`config.mk`:
```
export PLATFORM = sky130hd
export DESIGN_NAME = audio_buffer_ctrl
export DESIGN_NICKNAME = d
export VERILOG_FILES = /design/src/rtl/audio_buf_pkg.sv /design/src/rtl/rd_valid_pipe.sv /design/src/rtl/audio_buffer_ctrl.sv
export SDC_FILE = /design/constraint.sdc
export NUM_CORES = 1
export LEC_CHECK = 0
export ABC_AREA = 1
export CORE_UTILIZATION = 40
export DETAILED_ROUTE_END_ITERATION = 16
export GPL_ROUTABILITY_DRIVEN = 0
export MAX_ROUTING_LAYER = met4
export PLACE_DENSITY = 0.64
export REMOVE_ABC_BUFFERS = 1
export SETUP_SLACK_MARGIN = 0.4
export SYNTH_ARGS = -nofsm -noshare
export SYNTH_HDL_FRONTEND = slang
export SYNTH_SLANG_ARGS = --single-unit
```
`constraint.sdc`:
```
create_clock -name clk_in -period 2.54 [get_ports clk_in]
set_input_delay 0.254 -clock clk_in [delete_from_list [all_inputs] [get_ports clk_in]]
set_output_delay 0.254 -clock clk_in [all_outputs]
set_load 0.03 [all_outputs]
```
`src/rtl/audio_buf_pkg.sv`:
```
// Shared types for the audio record/playback buffer controller.
// State encoding doubles as the mode_in / state_out encoding.
package audio_buf_pkg;

    typedef enum logic [1:0] {
        IDLE      = 2'd0,
        RECORD    = 2'd1,
        PLAY_ONCE = 2'd2,
        PLAY_LOOP = 2'd3
    } state_t;

    localparam logic [1:0] MODE_IDLE      = 2'd0;
    localparam logic [1:0] MODE_RECORD    = 2'd1;
    localparam logic [1:0] MODE_PLAY_ONCE = 2'd2;
    localparam logic [1:0] MODE_PLAY_LOOP = 2'd3;

endpackage

```
`src/rtl/rd_valid_pipe.sv`:
```
// Tracks reads in flight to the sample memory: one flag per cycle of read latency.
// The oldest flag is the capture strobe; any set flag means a read is pending.
module rd_valid_pipe #(
    parameter int unsigned LATENCY = 2
) (
    input  logic clk_in,
    input  logic flush_in,
    input  logic issue_in,
    output logic capture_out,
    output logic pending_out
);

    logic [LATENCY-1:0] stages;

    always_ff @(posedge clk_in) begin
        if (flush_in) begin
            stages <= '0;
        end else begin
            stages <= (stages << 1) | LATENCY'(issue_in);
        end
    end

    assign capture_out = stages[LATENCY-1];
    assign pending_out = |stages;

endmodule

```
`src/rtl/audio_buffer_ctrl.sv`:
```
// Record/playback controller: streams samples into an external BRAM and plays
// them back one per rate tick, with record, play-once and play-loop modes.
module audio_buffer_ctrl
    import audio_buf_pkg::*;
#(
    parameter int unsigned SAMPLE_WIDTH = 8,
    parameter int unsigned CHANNELS     = 1,
    parameter int unsigned DEPTH        = 40000,
    parameter int unsigned READ_LATENCY = 2
) (
    input  logic                             clk_in,
    input  logic                             rst_in,
    input  logic [1:0]                       mode_in,
    input  logic                             start_in,
    input  logic                             stop_in,
    input  logic [SAMPLE_WIDTH*CHANNELS-1:0] sample_in,
    input  logic                             sample_valid_in,
    input  logic                             tick_in,
    output logic [$clog2(DEPTH)-1:0]         mem_addr_out,
    output logic [SAMPLE_WIDTH*CHANNELS-1:0] mem_wdata_out,
    output logic                             mem_we_out,
    input  logic [SAMPLE_WIDTH*CHANNELS-1:0] mem_rdata_in,
    output logic [SAMPLE_WIDTH*CHANNELS-1:0] sample_out,
    output logic                             sample_valid_out,
    output logic [1:0]                       state_out,
    output logic [$clog2(DEPTH+1)-1:0]       len_out,
    output logic                             busy_out,
    output logic                             done_out,
    output logic                             overrun_out
);

    localparam int unsigned WW = SAMPLE_WIDTH * CHANNELS;
    localparam int unsigned AW = $clog2(DEPTH);
    localparam int unsigned PW = $clog2(DEPTH + 1);

    state_t          state, state_nxt;
    logic [PW-1:0]   wr_ptr, rd_ptr;
    logic [PW-1:0]   rd_ptr_inc;
    logic [AW-1:0]   mem_addr;
    logic [WW-1:0]   mem_wdata, sample_q;
    logic            mem_we, sample_valid, done, overrun;

    logic            start_go;
    logic            rec_write, rec_full;
    logic            rd_issue, rd_capture, rd_pending, pipe_capture;
    logic            play_end, done_nxt, overrun_nxt;

    // wr_ptr doubles as the recorded length: both clear on record start and advance together
    assign len_out          = wr_ptr;
    assign rd_ptr_inc       = rd_ptr + PW'(1);
    assign start_go         = (state == IDLE) && start_in && !stop_in && (mode_in != MODE_IDLE);

    rd_valid_pipe #(
        .LATENCY(READ_LATENCY)
    ) u_rd_valid_pipe (
        .clk_in     (clk_in),
        .flush_in   (rst_in || stop_in),
        .issue_in   (rd_issue),
        .capture_out(pipe_capture),
        .pending_out(rd_pending)
    );

    always_ff @(posedge clk_in) begin
        if (rst_in) begin
            state <= IDLE;
        end else begin
            state <= state_nxt;
        end
    end

    always_comb begin
        state_nxt = state;
        if (stop_in) begin
            state_nxt = IDLE;
        end else begin
            case (state)
                IDLE:      if (start_go) state_nxt = state_t'(mode_in);
                RECORD:    if (rec_full) state_nxt = IDLE;
                PLAY_ONCE: if (wr_ptr == '0 || play_end) state_nxt = IDLE;
                PLAY_LOOP: if (wr_ptr == '0) state_nxt = IDLE;
                default:   state_nxt = IDLE;
            endcase
        end
    end

    always_comb begin
        rec_write   = 1'b0;
        rec_full    = 1'b0;
        rd_issue    = 1'b0;
        rd_capture  = 1'b0;
        play_end    = 1'b0;
        overrun_nxt = 1'b0;
        done_nxt    = 1'b0;
        if (!stop_in) begin
            case (state)
                RECORD: begin
                    rec_write = sample_valid_in;
                    rec_full  = sample_valid_in && (wr_ptr == PW'(DEPTH - 1));
                    done_nxt  = rec_full;
                end
                PLAY_ONCE, PLAY_LOOP: begin
                    rd_capture = pipe_capture;
                    if (tick_in) begin
                        if (rd_pending) begin
                            overrun_nxt = 1'b1;
                        end else if (wr_ptr != '0 && (state == PLAY_LOOP || rd_ptr < wr_ptr)) begin
                            rd_issue = 1'b1;
                        end
                    end
                    // rd_ptr sits at len only after the final read of a one-shot pass was issued
                    play_end = (state == PLAY_ONCE) && pipe_capture && (rd_ptr == wr_ptr);
                    done_nxt = (state == PLAY_ONCE) && (play_end || wr_ptr == '0);
                end
                default: ;
            endcase
        end
    end

    always_ff @(posedge clk_in) begin
        if (rst_in) begin
            wr_ptr       <= '0;
            rd_ptr       <= '0;
            mem_addr     <= '0;
            mem_wdata    <= '0;
            mem_we       <= 1'b0;
            sample_q     <= '0;
            sample_valid <= 1'b0;
            done         <= 1'b0;
            overrun      <= 1'b0;
        end else begin
            mem_we       <= rec_write;
            sample_valid <= rd_capture;
            done         <= done_nxt;
            overrun      <= overrun_nxt;
            if (start_go) begin
                rd_ptr <= '0;
                if (mode_in == MODE_RECORD) wr_ptr <= '0;
            end
            if (rec_write) begin
                mem_addr  <= wr_ptr[AW-1:0];
                mem_wdata <= sample_in;
                wr_ptr    <= wr_ptr + PW'(1);
            end
            if (rd_issue) begin
                mem_addr <= rd_ptr[AW-1:0];
                rd_ptr   <= (state == PLAY_LOOP && rd_ptr_inc == wr_ptr) ? '0 : rd_ptr_inc;
            end
            if (rd_capture) begin
                sample_q <= mem_rdata_in;
            end
        end
    end

    assign mem_addr_out     = mem_addr;
    assign mem_wdata_out    = mem_wdata;
    assign mem_we_out       = mem_we;
    assign sample_out       = sample_q;
    assign sample_valid_out = sample_valid;
    assign state_out        = state;
    assign busy_out         = (state != IDLE);
    assign done_out         = done;
    assign overrun_out      = overrun;

endmodule
```
-- Yosys cells after proc, flatten, opt, wreduce, memory -nomap -nowiden
Index checks and enable logic that the tools add are counted.
- add/subtract/negate cells: 2
- multiply operators: 0
- divide/modulo/power cells: 0
- $lt $le $gt $ge: 1
- equal/unequal tests: 11
- shift-type cells: 0
- muxes and demuxes: 28
- bitwise operators: 3
- reduce and logical (&&, ||, !) cells: 29
- operators with widths (cell ; count):
    $mux W16 ; 8
    $add A16 B1 Y16 const B ; 2
    $eq A16 B16 Y1 ; 2
    $eq A16 B16 Y1 const B ; 1
    $logic_not A16 Y1 ; 1
    $lt A16 B16 Y1 ; 1
    $reduce_bool A16 Y1 ; 1
    $mux W1 ; 14
    $reduce_bool A2 Y1 ; 6
    $logic_and A1 B1 Y1 ; 9
    $mux W2 ; 4
    $ne A2 B2 Y1 const B ; 4
    $pmux W2 S4 ; 1
    $reduce_or A2 Y1 ; 3
    $eq A2 B1 Y1 const B ; 2
    $eq A2 B2 Y1 const B ; 2
    $logic_or A1 B1 Y1 ; 4
    $reduce_and A4 Y1 ; 1
    $reduce_or A4 Y1 ; 1
    $logic_not A2 Y1 ; 1
    $not A1 Y1 ; 2
    $or A2 B1 Y2 ; 1
    $pmux W1 S2 ; 1
    $reduce_and A2 Y1 ; 1
    $logic_not A1 Y1 ; 1
- register bits: 72
- latch bits: 0
- bits in writable memories: 0
- memory bits (read-only): 0
- bits of input ports: 24
- logic and storage cells: 85
- memories: 0

-- Logic depth before layout (Yosys ltp)
- depth after elaboration: 9
- mapped depth: 16
- depth with buffers taken out: 15

-- Modules after synthesis
Synthesis repeated with hierarchy kept, for this count alone.
- cells, all modules: 657
- area, all modules: 4325.4 µm²
- by module, submodules not included (module ; times used ; cells an instance ; area an instance (µm²)):
    audio_buffer_ctrl ; 1 ; 649 ; 4260.3
    rd_valid_pipe ; 1 ; 8 ; 65.1

-- Least setup slack after synthesis
No wires, ideal clock.
- path type: register -> register
- start point: register wr_ptr[1], in the netlist len_out[1]
- end point: register rd_ptr[10]
- arrival time: 2130 ps
- path slack: 341 ps
- stages on the path, launching flop included: 17
- buffers on the path: 1
- period minus slack after synthesis: 2199 ps
- cells stage by stage: dfxtp_1 inv_1 ha_1 inv_1 nor2_1 o21ai_0 nand2_1 nand2_1 nand2_1 nand2_1 nand2_1 nand2_1 nand2_1 buf_2 nor2_1 nand2_2 a21oi_2
- longest elaborated chain between the ends: 9
- elaborated cells on any way between the ends: 14
- those cells by class: order compare (1); eq/ne (1); mux (7); reduce/logical (5)
- ends and longest elaborated chain (what ; RTL line ; text):
    start: declaration ; audio_buffer_ctrl.sv:37 ; logic [PW-1:0] wr_ptr, rd_ptr;
    start signal: assignment ; audio_buffer_ctrl.sv:142 ; wr_ptr <= wr_ptr + PW'(1);
    $lt A16 B16 Y1 ; audio_buffer_ctrl.sv:106 ; end else if (wr_ptr != '0 && (state == PLAY_LOOP || rd_ptr < wr_ptr)) begin
    $logic_or A1 B1 Y1 ; audio_buffer_ctrl.sv:106 ;
    $logic_and A1 B1 Y1 ; audio_buffer_ctrl.sv:106 ;
    $mux W1 ; audio_buffer_ctrl.sv:106 ;
    $mux W1 ; audio_buffer_ctrl.sv:104 ; if (rd_pending) begin
    $mux W1 ; audio_buffer_ctrl.sv:103 ; if (tick_in) begin
    $mux W1 ; audio_buffer_ctrl.sv:95 ; case (state)
    $mux W1 ; audio_buffer_ctrl.sv:94 ; if (!stop_in) begin
    $mux W16 / $reduce_bool A2 Y1 (equally long branches) ; n/a ;
    end signal: assignment ; audio_buffer_ctrl.sv:146 ; rd_ptr <= (state == PLAY_LOOP && rd_ptr_inc == wr_ptr) ? '0 : rd_ptr_inc;
    end: declaration ; audio_buffer_ctrl.sv:37 ;
Several ways; a longest one is shown, not always the timed one.
A chain may end at the register's enable or synchronous reset.

-- Worst setup path in the final report
- start point: register wr_ptr[15], in the netlist len_out[15]
- end point: register rd_ptr[1]
Same word-level chain as after synthesis.

==> results_tabular.tex <==
\begin{tabular}{lr}
\hline
Metric & Value \\
\hline
\multicolumn{2}{l}{\textbf{Outcome}} \\
\quad Result of the run & complete, no violations \\
\multicolumn{2}{l}{\textbf{Worst setup path}} \\
\quad Biggest fanout along the worst timing path & 7 \\
\quad Worst path bufs/invs & 2 \\
\quad Kind of capture point of the worst setup path & register \\
\quad Critical Path Source Type & register \\
\quad Most Frequent Cell on Critical Path & a21oi\_1 \\
\quad Type of the worst setup path & register to register \\
\quad Required arrival time at the worst endpoint & 2820 ps \\
\quad Delay of the slowest critical-path stage & 380 ps \\
\quad CP delay by family, top & compound AO/OA/AOI/OAI gates \\
\quad CP cell instances & inv\_2 > ha\_1 > a21oi\_1 > o21ai\_1 > a21oi\_2 > nand2\_2 > nand2\_4 > nand2\_8 > clkbuf\_16 > nor2\_2 > nand2\_1 > a21oi\_1 \\
\quad Crit-path slowest cell & dfxtp\_4 \\
\quad Crit path arrival time & 2450 ps \\
\multicolumn{2}{l}{\textbf{Synth}} \\
\quad Proportion of synthesized chip area in sequential cells & 32.9\% \\
\quad Number of flops mapped to enable cells by yosys & 0 \\
\quad Post-Syn Area per Cell & 6.72 um\^{}2 \\
\quad Top flip-flop cell by instance count after synthesis & dfxtp\_1 \\
\quad Number of synthesized register bits & 72 \\
\quad Mapped Cells & 652 \\
\quad Synth Cell Area & 4380 um\^{}2 \\
\quad Library cells used by synthesis & 39 \\
\quad Synth Warn \# & 0 \\
\quad Fraction of synthesis flops using an asynchronous set or reset pin & 0\% \\
\multicolumn{2}{l}{\textbf{Clock tree}} \\
\quad Clock edge transition at the registers on the reported setup and hold paths & 80 ps \\
\quad Root Buffer Master & clkbuf\_8 \\
\quad Number of clock sinks seen by CTS & 72 \\
\quad Number of buffers created by CTS & 9 \\
\quad Quantity of hold-fixing buffers added after cts & 0 \\
\quad H-tree levels & 3 \\
\quad Buffer depth of the longest clock path & 2 \\
\quad Clk Latency, worst-skew pair & 360 ps \\
\quad CTS tree & yes \\
\multicolumn{2}{l}{\textbf{Final layout}} \\
\quad Most used cells in the layout excluding fill and tap cells & 116 x nand2\_1, 92 x nor2\_1, 90 x nand3\_1, 77 x clkdlybuf4s50\_1, 50 x inv\_1 \\
\quad Post-synthesis to final-layout area growth & 39.7\% \\
\quad Count of inserted antenna diode cells & 0 \\
\quad Final non-filler cell total & 893 \\
\quad Nets & 795 \\
\quad Most frequent standard cell in the layout excluding fill and tap cells & nand2\_1 \\
\quad Ratio of cells with drive above 1 in the final layout & 22.6\% \\
\quad Post-Route Utilization & 58.5\% \\
\quad Design area & 6120 um\^{}2 \\
\multicolumn{2}{l}{\textbf{Timing}} \\
\quad Peak clock frequency supported by timing & 459 MHz \\
\quad Slew headroom & 58.7\% \\
\quad Setup violators final & 0 \\
\quad Setup WS post-layout & 364 ps \\
\quad Post-route minimum period & 2180 ps \\
\quad Worst hold-check slack & 360 ps \\
\quad Final worst-path cycle share & 85.7\% \\
\quad Slew at the pin with the worst max-slew slack & 614 ps \\
\quad RSZ-0062 raised after global routing & true \\
\quad Clock skew after layout & 16.1 ps \\
\quad Fin. Hold Viols & 0 \\
\quad Number of pins with negative max-slew slack in the final report & 0 \\
\quad Setup TNS & 0 ps \\
\multicolumn{2}{l}{\textbf{Die}} \\
\quad Die boundary width & 107 um \\
\quad Placement row count & 37 \\
\quad Initial core utilization & 41.9\% \\
\quad Area inside the core boundary & 10500 um\^{}2 \\
\quad Number of top-level pins & 79 \\
\quad Die height & 107 um \\
\quad Total die area & 11400 um\^{}2 \\
\multicolumn{2}{l}{\textbf{Place}} \\
\quad Number of buffers inserted by port buffering & 78 \\
\quad Placed instance area & 5370 um\^{}2 \\
\quad Cells after DPL & 862 \\
\quad Worst setup timing slack at the placement stage & 233 ps \\
\quad Placed wire-length estimate after detailed placement & 9.95 mm \\
\multicolumn{2}{l}{\textbf{Routing}} \\
\quad Length of routed met2 wiring & 6.99 mm \\
\quad DRT Wirelength & 15.4 mm \\
\quad Wire length on met1 & 6.74 mm \\
\quad Top routing layer used & met4 \\
\quad Number of vias in the routed layout & 5058 \\
\quad Count of TritonRoute iterations in the first routing pass & 5 \\
\quad Routed length per instance & 17.3 um \\
\quad Detail Route met3 WL & 1.33 mm \\
\quad Number of antenna-violating nets in the routed design & 0 \\
\quad Drc violations & 0 \\
\quad Routed vias/inst & 5.66 \\
\quad Iteration-0 DRC Markers & 470 \\
\multicolumn{2}{l}{\textbf{Global routing}} \\
\quad Number of antenna violations at the first check in global routing & 0 \\
\quad Pin count of the biggest net entering global routing & 28 \\
\quad Wire length of the first global-routing pass & 23.4 mm \\
\quad Total overflow reported by the global router & 0 \\
\quad Global-route usage over all layers & 27.0\% \\
\quad Vias in the first global route & 4607 \\
\multicolumn{2}{l}{\textbf{Worst hold path}} \\
\quad Worst min-delay path category & input pin to register \\
\multicolumn{2}{l}{\textbf{Power and ir drop}} \\
\quad Standby leakage power & 2.36 nW \\
\quad Power density of the placed cells & 378 nW/um\^{}2 \\
\quad IR Drop Worst-Case VDD & 0.272 mV \\
\quad Power, Total & 2.31 mW \\
\multicolumn{2}{l}{\textbf{Job}} \\
\quad Max-capacitance violation count & 0 \\
\hline
\end{tabular}
==> layout make-up <==
| class | count | area [um^2] |
|---|---|---|
| clock buffers | 9 | 124 |
| clock inverters | 7 | 96.3 |
| well taps | 136 | 170 |
| flip-flops and latches | 72 | 1490 |
| repair buffers | 113 | 1170 |
| fillers | 996 | 4340 |
| inverters | 64 | 250 |
| multi-input cells | 492 | 2830 |
==> worst register-to-register path: stages, from the launching register on <==
cell and delay [ps]:
dfxtp_4 380, inv_2 80, ha_1 320, a21oi_1 170, o21ai_1 110, a21oi_2 200
nand2_2 100, nand2_4 110, nand2_8 120, clkbuf_16 200, nor2_2 80, nand2_1 70
a21oi_1 160
==> sequential cells by signal, summed over array words and instances, names as in the netlist, 2 cells and up <==
name / cells
state_out: 2
sample_out: 8
rd_ptr: 16
len_out: 16
u_rd_valid_pipe.stages: 2
mem_wdata_out: 8
mem_addr_out: 16
==> metal layers <==
layer	global-route usage [%]	up-vias
met5	-	-
met4	7.73	0
met3	4.38	38
met2	41.6	279
met1	36.4	2353
li1	-	2388
==> power by group <==
| part | switching [mW] | internal (mW) | total [mW] |
|---|---|---|---|
| Combinational | 0.0784 | 0.0560 | 0.134 |
| Sequential | 0.00443 | 1.12 | 1.13 |
| Clock | 0.494 | 0.555 | 1.05 |
| Total | 0.577 | 1.73 | 2.31 |
==> cell usage after synthesis (all sizes together) (2+ instances only) <==
cell	n	share of area, %
clkbuf	13	1.1
a22oi	4	0.69
nand4	15	2.1
nor3	5	0.69
a21oi	39	5.3
ha	19	5.4
nand2	144	14
inv	61	5.2
buf	13	1.8
clkinv	3	0.29
a211oi	4	0.69
o31ai	2	0.34
o21ai	27	3.2
dfxtp	72	33
nor4	4	0.57
nor2	114	11
a31oi	11	1.6
nand3	96	12
==> cell families after synthesis <==
group	share of synthesized area [%]
and+or+nand+nor	40.3
DFF	32.9
buffers and inverters	8.45
adders and majority gates	5.42
AOI/OAI and AO/OA	13.0
==> path summary, 6_finish.rpt <==
path,slack (ps),depth (start not counted),from,endpoint
setup / recovery,360,12,len_out[15],rd_ptr[1]
hold / removal,360,4,rst_in,overrun_out
setup reg to reg,360,12,len_out[15],rd_ptr[1]
hold reg to reg,450,2,u_rd_valid_pipe.stages[0],u_rd_valid_pipe.stages[1]
==> timing repair <==
action,CTS,global route
setup endpoints to repair,33,38
hold endpoints to repair,0,0
setup buffers,1,7
gates resized for setup,30,77
cloned,2,5
pin swaps,2,14
Note: power is estimated with default switching activity, not from simulation.
